$ cat config.mk
export PLATFORM = sky130hd
export DESIGN_NAME = path_reader
export DESIGN_NICKNAME = d
export VERILOG_FILES = /design/src/rtl/path_reader.sv
export SDC_FILE = /design/constraint.sdc
export NUM_CORES = 1
export LEC_CHECK = 0
export CAP_MARGIN = 20
export CORE_UTILIZATION = 57
export DETAILED_ROUTE_END_ITERATION = 8
export HOLD_SLACK_MARGIN = 0.15
export PLACE_DENSITY = 0.76
export SYNTH_ARGS = -nofsm -noshare
export SYNTH_HDL_FRONTEND = slang
export SYNTH_SLANG_ARGS = --single-unit
$ cat constraint.sdc
create_clock -name CLK -period 3.4 [get_ports CLK]
set_clock_uncertainty 0.2 [all_clocks]
set_input_delay 0.51 -clock CLK [delete_from_list [all_inputs] [get_ports CLK]]
set_output_delay 0.51 -clock CLK [all_outputs]
set_load 0.005 [all_outputs]
$ cat src/rtl/path_reader.sv
// path_reader: drains the direction stack into a local buffer, then replays the moves
// start-to-goal over a valid/ready port. Define PATH_READER_COORD_EN to track mv_x/mv_y.
module path_reader #(
    parameter int WIDTH   = 2,
    parameter int DEPTH   = 256,
    parameter int COORD_W = 4
) (
    input  logic               CLK,
    input  logic               RST,
    input  logic               start,
    input  logic               stk_empty,
    input  logic [WIDTH-1:0]   stk_dout,
    output logic               stk_pop,
    output logic               mv_valid,
    input  logic               mv_ready,
    output logic [WIDTH-1:0]   mv_dir,
    output logic [COORD_W-1:0] mv_x,
    output logic [COORD_W-1:0] mv_y,
    output logic               busy,
    output logic               done
);
    localparam int AW = $clog2(DEPTH);
    localparam int CW = AW + 1;
    localparam logic [CW-1:0] ONE = CW'(1);
    localparam logic [CW-1:0] TWO = CW'(2);

    typedef enum logic [2:0] {
        S_IDLE,
        S_POP,
        S_CAPTURE,
        S_REPLAY,
        S_DONE
    } state_t;

    state_t           state_q, state_d;
    logic [WIDTH-1:0] buf_q [DEPTH];
    logic [CW-1:0]    cnt_q, cnt_d;
    logic [CW-1:0]    rd_q, rd_d;
    logic             mv_valid_q, mv_valid_d;
    logic [WIDTH-1:0] mv_dir_q, mv_dir_d;
    logic             hs;
    logic             last_mv;
    logic [AW-1:0]    rd_idx;

    assign hs      = mv_valid_q & mv_ready;
    assign last_mv = (rd_q == ONE);
    // Index of the move that follows the one currently presented (buf[rd-2]).
    assign rd_idx  = AW'(rd_q - TWO);

    always_ff @(posedge CLK or negedge RST) begin
        if (!RST) begin
            state_q <= S_IDLE;
        end else begin
            state_q <= state_d;
        end
    end

    always_comb begin
        state_d = state_q;
        case (state_q)
            S_IDLE: begin
                if (start) begin
                    state_d = stk_empty ? S_DONE : S_POP;
                end
            end
            S_POP:     state_d = S_CAPTURE;
            S_CAPTURE: state_d = stk_empty ? S_REPLAY : S_POP;
            S_REPLAY: begin
                if (hs && last_mv) begin
                    state_d = S_DONE;
                end
            end
            S_DONE:    state_d = S_IDLE;
            default:   state_d = S_IDLE;
        endcase
    end

    always_comb begin
        stk_pop = (state_q == S_POP);
        busy    = (state_q != S_IDLE);
        done    = (state_q == S_DONE);
    end

    // The final CAPTURE forwards stk_dout straight to the output, since it is the first move.
    always_comb begin
        cnt_d      = cnt_q;
        rd_d       = rd_q;
        mv_valid_d = mv_valid_q;
        mv_dir_d   = mv_dir_q;
        case (state_q)
            S_IDLE: begin
                if (start) begin
                    cnt_d = '0;
                end
            end
            S_CAPTURE: begin
                cnt_d = cnt_q + ONE;
                if (stk_empty) begin
                    rd_d       = cnt_q + ONE;
                    mv_valid_d = 1'b1;
                    mv_dir_d   = stk_dout;
                end
            end
            S_REPLAY: begin
                if (hs) begin
                    rd_d = rd_q - ONE;
                    if (last_mv) begin
                        mv_valid_d = 1'b0;
                    end else begin
                        mv_dir_d = buf_q[rd_idx];
                    end
                end
            end
            default: ;
        endcase
    end

    always_ff @(posedge CLK or negedge RST) begin
        if (!RST) begin
            cnt_q      <= '0;
            rd_q       <= '0;
            mv_valid_q <= 1'b0;
            mv_dir_q   <= '0;
        end else begin
            cnt_q      <= cnt_d;
            rd_q       <= rd_d;
            mv_valid_q <= mv_valid_d;
            mv_dir_q   <= mv_dir_d;
        end
    end

    // Buffer contents are don't-care outside a drain/replay, so no reset.
    always_ff @(posedge CLK) begin
        if (state_q == S_CAPTURE) begin
            buf_q[cnt_q[AW-1:0]] <= stk_dout;
        end
    end

    assign mv_valid = mv_valid_q;
    assign mv_dir   = mv_dir_q;

`ifdef PATH_READER_COORD_EN
    logic [COORD_W-1:0] x_q, x_d;
    logic [COORD_W-1:0] y_q, y_d;

    function automatic logic [COORD_W-1:0] step_x(input logic [COORD_W-1:0] x,
                                                  input logic [WIDTH-1:0]   d);
        case (d)
            2'b01:   return x + COORD_W'(1);
            2'b10:   return x - COORD_W'(1);
            default: return x;
        endcase
    endfunction

    function automatic logic [COORD_W-1:0] step_y(input logic [COORD_W-1:0] y,
                                                  input logic [WIDTH-1:0]   d);
        case (d)
            2'b00:   return y - COORD_W'(1);
            2'b11:   return y + COORD_W'(1);
            default: return y;
        endcase
    endfunction

    always_comb begin
        x_d = x_q;
        y_d = y_q;
        if ((state_q == S_IDLE) && start) begin
            x_d = '0;
            y_d = '0;
        end else if (((state_q == S_CAPTURE) && stk_empty) ||
                     ((state_q == S_REPLAY) && hs && !last_mv)) begin
            x_d = step_x(x_q, mv_dir_d);
            y_d = step_y(y_q, mv_dir_d);
        end
    end

    always_ff @(posedge CLK or negedge RST) begin
        if (!RST) begin
            x_q <= '0;
            y_q <= '0;
        end else begin
            x_q <= x_d;
            y_q <= y_d;
        end
    end

    assign mv_x = x_q;
    assign mv_y = y_q;
`else
    assign mv_x = '0;
    assign mv_y = '0;
`endif

endmodule

* After elaboration in Yosys (flattened, before gate mapping)
Memory sizes are Yosys's and may differ from the RTL's.
Index checks and enable logic that the tools add are counted.
** Storage, ports and cells
- Register bits after elaboration :: 24
- Memory bits (writable) :: 512
- Input port bits :: 7
- Output and inout port bits :: 14
- Word-level logic and storage cells :: 51
- Memories :: 1
** Operators by class
- Add/subtract/negate cells :: 3
- Equal/unequal tests :: 11
- Muxes and demuxes :: 20
- Bitwise logic cells :: 1
- Reduce and logical (&&, ||, !) cells :: 10
** Memories
- buf_q :: words 256, bits a word 2, rd ports 1, clocked after Yosys merged registers in 0, wr ports 1, line 36 : logic [WIDTH-1:0] buf_q [DEPTH];
** Operator list (count)
- $pmux 9 s2 :: 2
- $mux 9 :: 3
- $ne 2x2->1 const B :: 6
- $pmux 3 s4 :: 1
- $add 9x1->9 const B :: 1
- $eq 9x1->1 const B :: 1
- $mux 3 :: 3
- $sub 9x1->9 const B :: 1
- $mux 2 :: 4
- $reduce_and 4->1 :: 2
- $sub 8x2->8 const B :: 1
- $eq 3x2->1 const B :: 2
- $mux 1 :: 5
- $pmux 2 s2 :: 1
- $reduce_and 2->1 :: 2
- $reduce_bool 2->1 :: 2
- $eq 3x1->1 const B :: 1
- $eq 3x3->1 const B :: 1
- $logic_not 3->1 :: 1
- $reduce_and 3->1 :: 1
- $reduce_bool 3->1 :: 1
- $pmux 1 s2 :: 1
- $and 1x1->1 :: 1
- $logic_and 1x1->1 :: 1

* Longest topological paths before layout
Gate-level depths: netlist of run 1.
An unclocked memory read counts as a cell.
- Depth in word-level cells :: 5
- Mapped depth :: 16
- Gate-level depth less buffers :: 9

* Worst setup path after synthesis of run 1
No wires, ideal clock.
- Path kind :: register -> register
- Start :: reg rd_q[1]
- End :: reg mv_dir_q[1], in the netlist mv_dir[1]
- Library setup time :: 0.082 ns
- Arrival time :: 3.058 ns
- Data required time :: 3.118 ns
- Setup slack :: 0.060 ns
- Cell stages (with the launch flop) :: 15
- Buffers on the path :: 5
- Period minus slack after synthesis :: 3.340 ns
- Cells stage by stage :: dfrtp_1 > buf_4 > buf_4 > buf_6 > buf_2 > inv_1 > ha_1 > xor2_2 > buf_6 > mux4_2 > mux2i_1 > o22ai_1 > a21oi_1 > nand4_1 > a31oi_1
** Between the ends
- Cells in the longest elaborated chain, start to end :: 5
- Elaborated cells between the ends (all ways) :: 8
- Classes of those cells :: 1 x add/sub; 2 x eq/ne; 3 x mux; 1 x reduce/logical; 1 x memory
** RTL lines
- start: declaration :: line 38 : logic [CW-1:0] rd_q, rd_d;
- start signal: assignment :: line 126 : rd_q <= rd_d;
- $sub 8x2->8 :: line 48 : assign rd_idx = AW'(rd_q - TWO);
- $mem_v2 256x2
- $mux 2 :: line 107 : if (last_mv) begin
- $mux 2 :: line 105 : if (hs) begin
- $pmux 2 s2 :: line 90 : case (state_q)
- end signal: assignment :: line 128 : mv_dir_q <= mv_dir_d;
- end: declaration :: line 40 : logic [WIDTH-1:0] mv_dir_q, mv_dir_d;
Several ways; a longest one is shown, not always the timed one. The select of a mux whose other input is x is not followed.
A chain may end at the register's enable or synchronous reset.

* Worst setup path after layout of run 1
Ends and elaborated chain as after synthesis.

==> results of run 1 <==
final cells by class:
cell class              instances  area, um2
flip-flops and latches        536      15980
well taps                     518      648.1
clock buffers                  64       1368
inverters                       8      30.03
multi-input cells             767       6275
fillers                      2662      13790
repair buffers                 73      733.2
clock inverters                28      266.5
worst max path at each step:
stage / startpoint / endpoint / slack, ns / depth (start not counted)
after floorplan: rd_q[1]$_DFFE_PN0P_ / mv_dir[1]$_DFFE_PN0P_ / 0.06 / 14
after global placement: rd_q[1]$_DFFE_PN0P_ / mv_dir[1]$_DFFE_PN0P_ / 0.32 / 9
after detailed placement: rd_q[1]$_DFFE_PN0P_ / mv_dir[1]$_DFFE_PN0P_ / 0.22 / 9
after CTS: rd_q[1]$_DFFE_PN0P_ / mv_dir[1]$_DFFE_PN0P_ / 0.19 / 9
after global routing: rd_q[1]$_DFFE_PN0P_ / mv_dir[1]$_DFFE_PN0P_ / 0.01 / 9
final: rd_q[1]$_DFFE_PN0P_ / mv_dir[1]$_DFFE_PN0P_ / 0.16 / 9
per-stage QoR:
step           std cells  utilization (%)  setup slack [ns]  hold slack [ns]  total power, W
4_1_cts             1994            64.72            0.1941           0.2052         0.01925
2_1_floorplan       1423                -           0.05990          0.01441         0.01183
3_3_place_gp        1901            60.51            0.3245           0.2845         0.01358
3_5_place_dp        1901            60.51            0.2208           0.2914         0.01369
5_1_grt             1994            64.72          0.009895           0.2277         0.01993
6_report            1994            64.72            0.1583           0.2056         0.01929
flip-flops by register name (all words and copies together) (netlist names):
name / count
buf_q: 512
cnt_q: 9
rd_q: 9
state_q: 3
mv_dir: 2
mv_valid: 1
kinds of logic after synthesis:
| logic type | Yosys count | share of synthesized area [%] |
|---|---|---|
| buffers and inverters | 120 | 2.863 |
| DFF | 536 | 69.89 |
| other | 1 | 0.01640 |
| adders and majority gates | 8 | 0.4379 |
| xor gates and xnor gates | 14 | 0.6514 |
| and+or+nand+nor | 438 | 8.243 |
| muxes | 183 | 14.66 |
| AOI/OAI and AO/OA | 116 | 3.240 |
layout by cell type (no fill, tap or decap), drive strengths merged, types with 6 or more instances in the layout:
| master | n |
|---|---|
| inv | 10 |
| buf | 62 |
| ha | 8 |
| nand2 | 51 |
| a221oi | 11 |
| edfxtp | 512 |
| conb | 8 |
| a31oi | 14 |
| clkbuf | 64 |
| mux2i | 63 |
| o21ai | 35 |
| nor2 | 281 |
| mux4 | 120 |
| a21oi | 24 |
| clkdlybuf4s50 | 10 |
| nor3 | 8 |
| xor2 | 6 |
| and3 | 11 |
| clkinv | 20 |
| nand3 | 43 |
| xnor2 | 8 |
| nor2b | 10 |
| nand4 | 7 |
| dfrtp | 24 |
routing by layer:
metal	track usage, %	vias up	wire (um)	part of all wire [%]
met5	0	-	0	0
met1	37.07	6546	19890	38
li1	-	5488	-	-
met3	4.837	135	5463	10
met2	41.93	791	25520	48
met4	10.96	0	2111	4.0
power breakdown:
part	total (W)	leakage, nW	switching, W	internal, W
sequential	0.00760	4.90	0.000257	0.00735
clock	0.00563	0.801	0.00241	0.00323
combinational	0.00605	2.42	0.00340	0.00266
repair_timing:
action | CTS | global route
hold endpoints to repair | 40 | 0
gates resized for setup | 0 | 0
hold buffers | 1 | 0
==> Flow_metrics.wiki, run 1 <==
{| class="wikitable"
! Metric !! Value
|-
| Outcome || complete, no violations
|-
| CP required || 3.70 ns
|-
| Largest cells by area after synthesis || sky130_fd_sc_hd__edfxtp_1, sky130_fd_sc_hd__mux4_2, sky130_fd_sc_hd__nor2_1
|-
| Via count of the first global-routing pass || 12890
|-
| Vias after detailed routing || 12960
|-
| Worst Hold Endpoint || buf_q[0][0]$_DFFE_PP_
|-
| EDFF count, synth || 512
|-
| Number of placed I/O pins || 21
|-
| Fmax achieved || 308.5 MHz
|-
| Site row count || 72
|-
| Setup repair after global routing missed its margin || no
|-
| Sum Neg Setup Slack || 0 ns
|-
| Largest net degree at the start of global routing || 101
|-
| Placer Congestion || 0.9291
|-
| Total global routing track utilization || 26.61%
|-
| Number of inserted diodes || 0
|-
| Worst Reg2Reg Path Length in Cells || 9
|-
| Time the worst path needs with I/O delays and setup || 3.242 ns
|-
| Initial antenna violation count || 0
|-
| Reg-to-reg critical path startpoint || rd_q[1]$_DFFE_PN0P_
|-
| Slack of the worst reg-to-reg path || 0.16 ns
|-
| Placed cell area || 23660 um2
|-
| Top cell type by total area after synthesis || sky130_fd_sc_hd__edfxtp_1
|-
| Starting Density || 58.47%
|-
| Quantity of I/O buffers inserted on ports || 12
|-
| Cells along the critical path || inv_1, ha_1, xor2_4, buf_12, mux2i_1, mux4_2, a21oi_1, nand4_1, a31oi_1
|-
| TritonCTS Sinks || 536
|-
| CP endpoint kind || register
|-
| Detailed placement HPWL || 33050 um
|-
| Floorplan Core Area || 39100 um2
|-
| Arrival time of the worst setup path || 3.55 ns
|-
| Maximum root-to-sink buffer count || 3
|-
| Antenna Violating Nets Remaining || 0
|-
| Cell leakage power || 8.118 nW
|-
| Total grt overflow || 0
|-
| Global-route wire length before repair || 79920 um
|-
| Startpoint of the worst hold path || stk_dout[0]
|-
| Reg-to-reg critical path endpoint || mv_dir[1]$_DFFE_PN0P_
|-
| Largest delay contributor family on the critical path || multiplexers
|-
| Reg clk slew, reported paths || 0.06 ns
|-
| Layout cell share with drive strength beyond 1 || 17.62%
|-
| Worst max-slew margin expressed relative to the limit || 36.54%
|-
| Most common cell in the synthesized netlist || sky130_fd_sc_hd__edfxtp_1
|-
| Share of synthesized area occupied by flip-flops and latches || 69.89%
|-
| Post-detailed-routing wire length || 52980 um
|-
| Die extent in y || 202.3 um
|-
| Number of max-capacitance violations reported || 0
|-
| WL per Instance || 26.57 um
|-
| Final hold viol count || 0
|-
| Post-CTS setup buffer count || 0
|-
| Initial detailed-routing violation count || 1806
|-
| CTS tree || built
|-
| Share of flip-flops with an asynchronous set or reset || 4.478%
|-
| Number of synthesized register bits || 536
|-
| Yosys warning total || 0
|-
| H-tree depth reported by CTS || 2
|-
| Clock latency of the later-clocked register in the worst-skew pair || 0.61 ns
|-
| Critical Setup Path Class || register to register
|-
| Path type of the worst min-delay path || input pin to register
|-
| Master of the slowest instance on the critical path || sky130_fd_sc_hd__mux4_2
|-
| Post-synth top cells || sky130_fd_sc_hd__edfxtp_1, sky130_fd_sc_hd__nor2_1, sky130_fd_sc_hd__mux4_2, sky130_fd_sc_hd__mux2i_1, sky130_fd_sc_hd__clkbuf_1
|-
| Largest incremental delay on the critical path || 0.53 ns
|-
| Main flop type after synthesis || sky130_fd_sc_hd__edfxtp_1
|-
| Die Footprint || 40910 um2
|-
| Number of detailed-routing iterations run before antenna repair || 6
|-
| Mean post-synth cell area || 16.14 um2
|-
| Largest vdd supply drop || 0.4778 mV
|-
| Number of DRC violations after detailed routing || 0
|-
| Fin. max-slew vios || 0
|-
| Slew @ Worst Pin || 0.9490 ns
|-
| Final cycle utilization of the critical path || 95.34%
|-
| Number of buffers inserted during clock tree synthesis || 53
|-
| Mapped Cells || 1416
|-
| Distinct cell type count of the synthesized netlist || 60
|-
| Final std cell area, no fill || 25300 um2
|-
| Number of vias per cell || 6.499
|-
| P per Cell Area || 762.3 nW/um2
|-
| Summed instance area of the synthesized netlist || 22860 um2
|-
| Synthesis-to-layout area growth || 10.69%
|-
| Portion of synthesized cell area occupied by the leading cell type || 67.26%
|-
| Buffer type at the clock tree root || sky130_fd_sc_hd__clkbuf_16
|-
| Number of cells on the worst hold path || 1
|-
| Critical Path Start Type || register
|-
| Number of failing setup endpoints in the final timing report || 0
|-
| Die X-Extent || 202.3 um
|-
| Buffers & Inverters on Critical Path || 2
|-
| Crit Path Max Fanout || 32
|-
| Nets || 1454
|}
(Power assumes the default switching activity.)
==> run 2, diff against run 1 <==
- CORE_UTILIZATION: 57 -> 60
- clock period: 3.4 -> 4.2 ns (I/O delays scaled with it)
==> Flow_metrics.wiki, run 2 (synthesized netlist as in run 1, its figures left out) <==
{| class="wikitable"
! Metric !! Value
|-
| Clk pwr share || 31.1%
|-
| Time the worst path needs with I/O delays and setup || 3.662 ns
|-
| Post-detailed-routing wire length || 51920 um
|-
| Internal power || 0.01078 W
|-
| Overall power || 0.01566 W
|-
| Placer Congestion || 0.9197
|-
| P per Cell Area || 622.7 nW/um2
|-
| Number of detailed-routing iterations run before antenna repair || 5
|-
| Final hold viol count || 0
|-
| Starting Density || 60.83%
|-
| CP Launch Point || rd_q[1]$_DFFE_PN0P_
|-
| Number of inserted diodes || 0
|-
| WL per Instance || 26.46 um
|-
| Number of max-capacitance violations reported || 0
|-
| Switching Share || 31.17%
|-
| Critical Path Sink || mv_dir[1]$_DFFE_PN0P_
|-
| Most frequent cells in the layout || sky130_fd_sc_hd__edfxtp_1, sky130_fd_sc_hd__nor2_1, sky130_fd_sc_hd__mux4_2, sky130_fd_sc_hd__mux2i_1, sky130_fd_sc_hd__clkbuf_16
|-
| Nets || 1425
|-
| Clock latency of the later-clocked register in the worst-skew pair || 0.59 ns
|-
| Final critical-path setup slack || 0.5384 ns
|-
| Setup repair after global routing missed its margin || no
|-
| Number of DRC violations after detailed routing || 0
|-
| Largest incremental delay on the critical path || 0.56 ns
|-
| Worst max-slew margin expressed relative to the limit || 21.38%
|-
| Initial detailed-routing violation count || 1499
|-
| Reg-to-reg critical path startpoint || rd_q[1]$_DFFE_PN0P_
|-
| Total global routing track utilization || 27.76%
|-
| Arrival time of the worst setup path || 3.97 ns
|-
| Master of the slowest instance on the critical path || sky130_fd_sc_hd__buf_4
|-
| Number of resized instances in the post-cts repair step || 0
|-
| Site row count || 71
|-
| Buffer type at the clock tree root || sky130_fd_sc_hd__clkbuf_16
|-
| Reg-to-reg critical path endpoint || mv_dir[1]$_DFFE_PN0P_
|-
| Fmax achieved || 273.1 MHz
|-
| Worst Reg2Reg Path Length in Cells || 9
|-
| Setup slack after placement || 0.6092 ns
|-
| Slack of the worst reg-to-reg path || 0.54 ns
|-
| Post-CTS setup buffer count || 0
|-
| Sum Neg Setup Slack || 0 ns
|-
| Combinational share of power || 29.4%
|-
| Critical Path Start Type || register
|-
| Number of flip-flops under the largest register name || 512
|-
| Antenna Violating Nets Remaining || 0
|-
| Global-route wire length before repair || 78510 um
|-
| Cell leakage power || 8.015 nW
|-
| Number of vias per cell || 6.490
|-
| Net switching power || 0.004880 W
|-
| Maximum root-to-sink buffer count || 3
|-
| Total grt overflow || 0
|-
| Via count of the first global-routing pass || 12750
|-
| Die Footprint || 38880 um2
|-
| Detailed placement HPWL || 30790 um
|-
| Synthesis-to-layout area growth || 10.00%
|-
| Quantity of I/O buffers inserted on ports || 12
|-
| CTS tree || built
|-
| Floorplan Core Area || 37580 um2
|-
| CP endpoint kind || register
|-
| Critical Setup Path Class || register to register
|-
| Fraction of power consumed by sequential logic || 39.5%
|-
| # hold bufs at CTS || 0
|-
| TritonCTS Sinks || 536
|-
| Fin. max-slew vios || 0
|-
| Cells along the critical path || inv_1, ha_1, xor2_4, buf_4, mux2i_1, mux4_2, a21oi_1, nand4_1, a31oi_1
|-
| H-tree depth reported by CTS || 2
|-
| Path type of the worst min-delay path || input pin to asynchronous set/reset pin
|-
| Largest vdd supply drop || 0.5443 mV
|-
| Die extent in y || 197.2 um
|-
| Final cycle utilization of the critical path || 87.18%
|-
| Commonest non-fill, non-tap cell in the layout || sky130_fd_sc_hd__edfxtp_1
|-
| Filler cell count in the final layout || 2434
|-
| Crit Path Max Fanout || 40
|-
| Number of buffers inserted during clock tree synthesis || 53
|-
| Initial antenna violation count || 0
|-
| Number of placed I/O pins || 21
|-
| Number of failing setup endpoints in the final timing report || 0
|-
| Reg clk slew, reported paths || 0.06 ns
|-
| Slew @ Worst Pin || 1.174 ns
|-
| Outcome || complete, no violations
|-
| Largest net degree at the start of global routing || 154
|-
| Die X-Extent || 197.2 um
|-
| Layout cell share with drive strength beyond 1 || 16.95%
|-
| Vias after detailed routing || 12730
|-
| CP required || 4.50 ns
|}
run 2: cell count changes in the layout (fill, tap and decap cells not counted):
cell	before	now
sky130_fd_sc_hd__clkinv_4	0	1
sky130_fd_sc_hd__bufinv_16	5	8
sky130_fd_sc_hd__clkinv_8	0	2
sky130_fd_sc_hd__dlygate4sd3_1	1	0
sky130_fd_sc_hd__clkinv_2	9	11
sky130_fd_sc_hd__clkbuf_1	11	4
sky130_fd_sc_hd__buf_4	48	28
sky130_fd_sc_hd__clkbuf_8	0	4
sky130_fd_sc_hd__inv_6	3	1
sky130_fd_sc_hd__clkinvlp_4	1	5
sky130_fd_sc_hd__buf_12	12	4
sky130_fd_sc_hd__clkinv_1	11	8
run 2: critical path, delay by kind of cell (launching register included):
| family | cells | cell delay (ns) |
|---|---|---|
| buffers and inverters | 2 | 0.72 |
| muxes | 2 | 0.66 |
| DFF | 1 | 0.51 |
| xor gates and xnor gates | 1 | 0.50 |
| AOI/OAI and AO/OA | 2 | 0.43 |
| adders and majority gates | 1 | 0.42 |
| and+or+nand+nor | 1 | 0.13 |
run 2: power by group through the flow:
| stage | combinational (W) | sequential, W | clock, W |
|---|---|---|---|
| finish | 0.00460 | 0.00619 | 0.00487 |
| global route | 0.00486 | 0.00621 | 0.00510 |
| detailed placement | 0.00453 | 0.00630 | 0 |
| CTS | 0.00457 | 0.00619 | 0.00490 |
| global placement | 0.00445 | 0.00629 | 0 |
| floorplan | 0.00346 | 0.00611 | 0 |
run 2: worst min path at each step:
stage	depth (start not counted)	slack [ns]	startpoint	end
finish	2	0.21	RST	rd_q[0]$_DFFE_PN0P_
global placement	1	0.29	cnt_q[8]$_DFFE_PN0P_	cnt_q[8]$_DFFE_PN0P_
floorplan	0	0.13	RST	cnt_q[0]$_DFFE_PN0P_
CTS	2	0.21	RST	cnt_q[1]$_DFFE_PN0P_
detailed placement	1	0.29	cnt_q[8]$_DFFE_PN0P_	cnt_q[8]$_DFFE_PN0P_
global route	2	0.24	RST	cnt_q[2]$_DFFE_PN0P_
run 2: metrics by stage:
step	cells	utilization (%)	area [um2]	hold slack, ns
2_1_floorplan	1423	-	22890	0.1344
3_3_place_gp	1866	62.11	23340	0.2884
3_5_place_dp	1866	62.11	23340	0.2921
4_1_cts	1962	66.92	25150	0.2097
5_1_grt	1962	66.92	25150	0.2429
6_report	1962	66.92	25150	0.2140
run 2: final cells by class:
type / count / area, um2 / share of cell area (%)
clock buffer: 61 / 1396 / 5.553
clock inverter: 35 / 409.1 / 1.627
inverter: 8 / 30.03 / 0.1194
multi-input combinational: 767 / 6275 / 24.95
sequential: 536 / 15980 / 63.56
tap: 511 / 639.4 / 2.543
timing repair buffer: 44 / 412.9 / 1.642
run 2: per-layer routing:
layer  global-route usage (%)  part of all wire [%]  vias to the layer above
met4                    10.57                   3.9                        0
met3                    4.388                   8.8                      138
met2                    44.77                    49                      680
li1                         -                     -                     5439
met1                    38.69                    39                     6477
met5                        0                     0                        -
==> run 3, diff against run 2 <==
- CORE_MARGIN: default -> 2
==> Flow_metrics.wiki, run 3 (synthesized netlist as in run 1, its figures left out) <==
{| class="wikitable"
! Metric !! Value
|-
| Largest net degree at the start of global routing || 154
|-
| Worst max-slew margin expressed relative to the limit || 32.31%
|-
| Total global routing track utilization || 27.31%
|-
| Layout cell share with drive strength beyond 1 || 16.31%
|-
| Master of the slowest instance on the critical path || sky130_fd_sc_hd__nor2b_1
|-
| # hold bufs at CTS || 0
|-
| Post-route core utilization || 66.69%
|-
| Sum of met2 wire segment lengths after detailed routing || 25590 um
|-
| Time the worst path needs with I/O delays and setup || 3.630 ns
|-
| Die Footprint || 39680 um2
|-
| TritonCTS Sinks || 536
|-
| Initial detailed-routing violation count || 1627
|-
| Largest delay contributor family on the critical path || compound AO/OA/AOI/OAI gates
|-
| Path type of the worst min-delay path || input pin to asynchronous set/reset pin
|-
| Detailed placement HPWL || 30420 um
|-
| Post-CTS setup buffer count || 0
|-
| Number of DRC violations after detailed routing || 0
|-
| Number of failing setup endpoints in the final timing report || 0
|-
| Number of buffers inserted during clock tree synthesis || 51
|-
| Number of flip-flops under the largest register name || 512
|-
| Nets || 1429
|-
| Via count of the first global-routing pass || 12840
|-
| Maximum root-to-sink buffer count || 3
|-
| Antenna Violating Nets Remaining || 0
|-
| Detailed-routing wirelength on met1 || 19260 um
|-
| Die X-Extent || 199.2 um
|-
| Commonest non-fill, non-tap cell in the layout || sky130_fd_sc_hd__edfxtp_1
|-
| Initial antenna violation count || 0
|-
| Placed cell area || 23410 um2
|-
| Largest vdd supply drop || 0.6221 mV
|-
| P per Cell Area || 616.4 nW/um2
|-
| Quantity of I/O buffers inserted on ports || 12
|-
| Number of max-capacitance violations reported || 0
|-
| CP required || 4.44 ns
|-
| CP endpoint kind || register
|-
| Worst Hold Margin || 0.2265 ns
|-
| Die extent in y || 199.2 um
|-
| Starting Density || 60.83%
|-
| Number of detailed-routing iterations run before antenna repair || 5
|-
| Number of vias per cell || 6.521
|-
| Number of resized instances in the post-cts repair step || 0
|-
| Uppermost layer routed || met4
|-
| Placer Congestion || 0.8882
|-
| WL per Instance || 26.42 um
|-
| Metal3 WL || 4730 um
|-
| Global-route wire length before repair || 78360 um
|-
| CTS tree || built
|-
| H-tree depth reported by CTS || 2
|-
| Floorplan Core Area || 37580 um2
|-
| Overall power || 0.01545 W
|-
| Slew @ Worst Pin || 1.015 ns
|-
| Buffer type at the clock tree root || sky130_fd_sc_hd__clkbuf_16
|-
| Clock latency of the later-clocked register in the worst-skew pair || 0.56 ns
|-
| Crit Path Max Fanout || 13
|-
| Setup repair after global routing missed its margin || no
|-
| Final cycle utilization of the critical path || 86.43%
|-
| Post-detailed-routing wire length || 51900 um
|-
| Site row count || 71
|-
| Cells along the critical path || inv_1, ha_1, nor2b_1, a221oi_1, a221oi_1, a21oi_1, a31oi_1, a21oi_1
|-
| Largest incremental delay on the critical path || 0.84 ns
|-
| Sum Neg Setup Slack || 0 ns
|-
| Cell leakage power || 7.968 nW
|-
| Critical Path Start Type || register
|-
| Total grt overflow || 0
|-
| Final hold viol count || 0
|-
| Buffers & Inverters on Critical Path || 1
|-
| Fmax achieved || 275.5 MHz
|-
| Synthesis-to-layout area growth || 9.628%
|-
| Number of inserted diodes || 0
|-
| Reg clk slew, reported paths || 0.06 ns
|-
| Critical Setup Path Class || register to register
|-
| Number of placed I/O pins || 21
|-
| Most frequent cells in the layout || sky130_fd_sc_hd__edfxtp_1, sky130_fd_sc_hd__nor2_1, sky130_fd_sc_hd__mux4_2, sky130_fd_sc_hd__mux2i_1, sky130_fd_sc_hd__clkbuf_16
|-
| Outcome || complete, no violations
|-
| Fin. max-slew vios || 0
|-
| Final std cell area, no fill || 25060 um2
|-
| Vias after detailed routing || 12810
|-
| Arrival time of the worst setup path || 3.87 ns
|}
-- run 3: cell types whose count changed in the layout (fill, tap and decap cells not counted), sizes merged --
cell / delta
clkbuf: +1
bufinv: -2
clkinv: -1
clkinvlp: -2
buf: +6
-- run 3: layout make-up --
cell class	instances	area [um2]
Clock buffer	62	1339
Clock inverter	30	311.5
Fill cell	2496	12520
Inverter	8	30.03
Multi-Input combinational cell	767	6275
Sequential cell	536	15980
Tap cell	511	639.4
Timing Repair Buffer	50	483.0
-- run 3: worst paths after layout --
path	start	endpoint	slack, ns	cells past startpoint
setup / recovery	rd_q[1]$_DFFE_PN0P_	mv_dir[0]$_DFFE_PN0P_	0.57	8
hold / removal	RST	state_q[1]$_DFFE_PN0P_	0.23	2
setup reg to reg	rd_q[1]$_DFFE_PN0P_	mv_dir[0]$_DFFE_PN0P_	0.57	8
hold reg to reg	cnt_q[8]$_DFFE_PN0P_	cnt_q[8]$_DFFE_PN0P_	0.33	1
max in group asynchronous	RST	rd_q[0]$_DFFE_PN0P_	3.28	2
min in group CLK	cnt_q[8]$_DFFE_PN0P_	cnt_q[8]$_DFFE_PN0P_	0.33	1
-- run 3: layer usage --
layer	track usage, %	vias to the layer above
met5	0	-
met4	10.72	0
met3	5.502	153
met2	44.92	708
met1	36.38	6504
li1	-	5442
-- run 3: where the power goes --
part	switching, W	internal (W)	leakage [nW]	total (W)
combinational	0.00268	0.00200	2.27	0.00468
sequential	0.000272	0.00595	4.90	0.00622
clock	0.00192	0.00263	0.796	0.00455
-- run 3: metrics by stage --
stage	cells	setup slack (ns)
floorplan	1423	0.8599
global placement	1872	0.7341
detailed placement	1872	0.6608
CTS	1964	0.6297
global route	1964	0.4522
finish	1964	0.5698
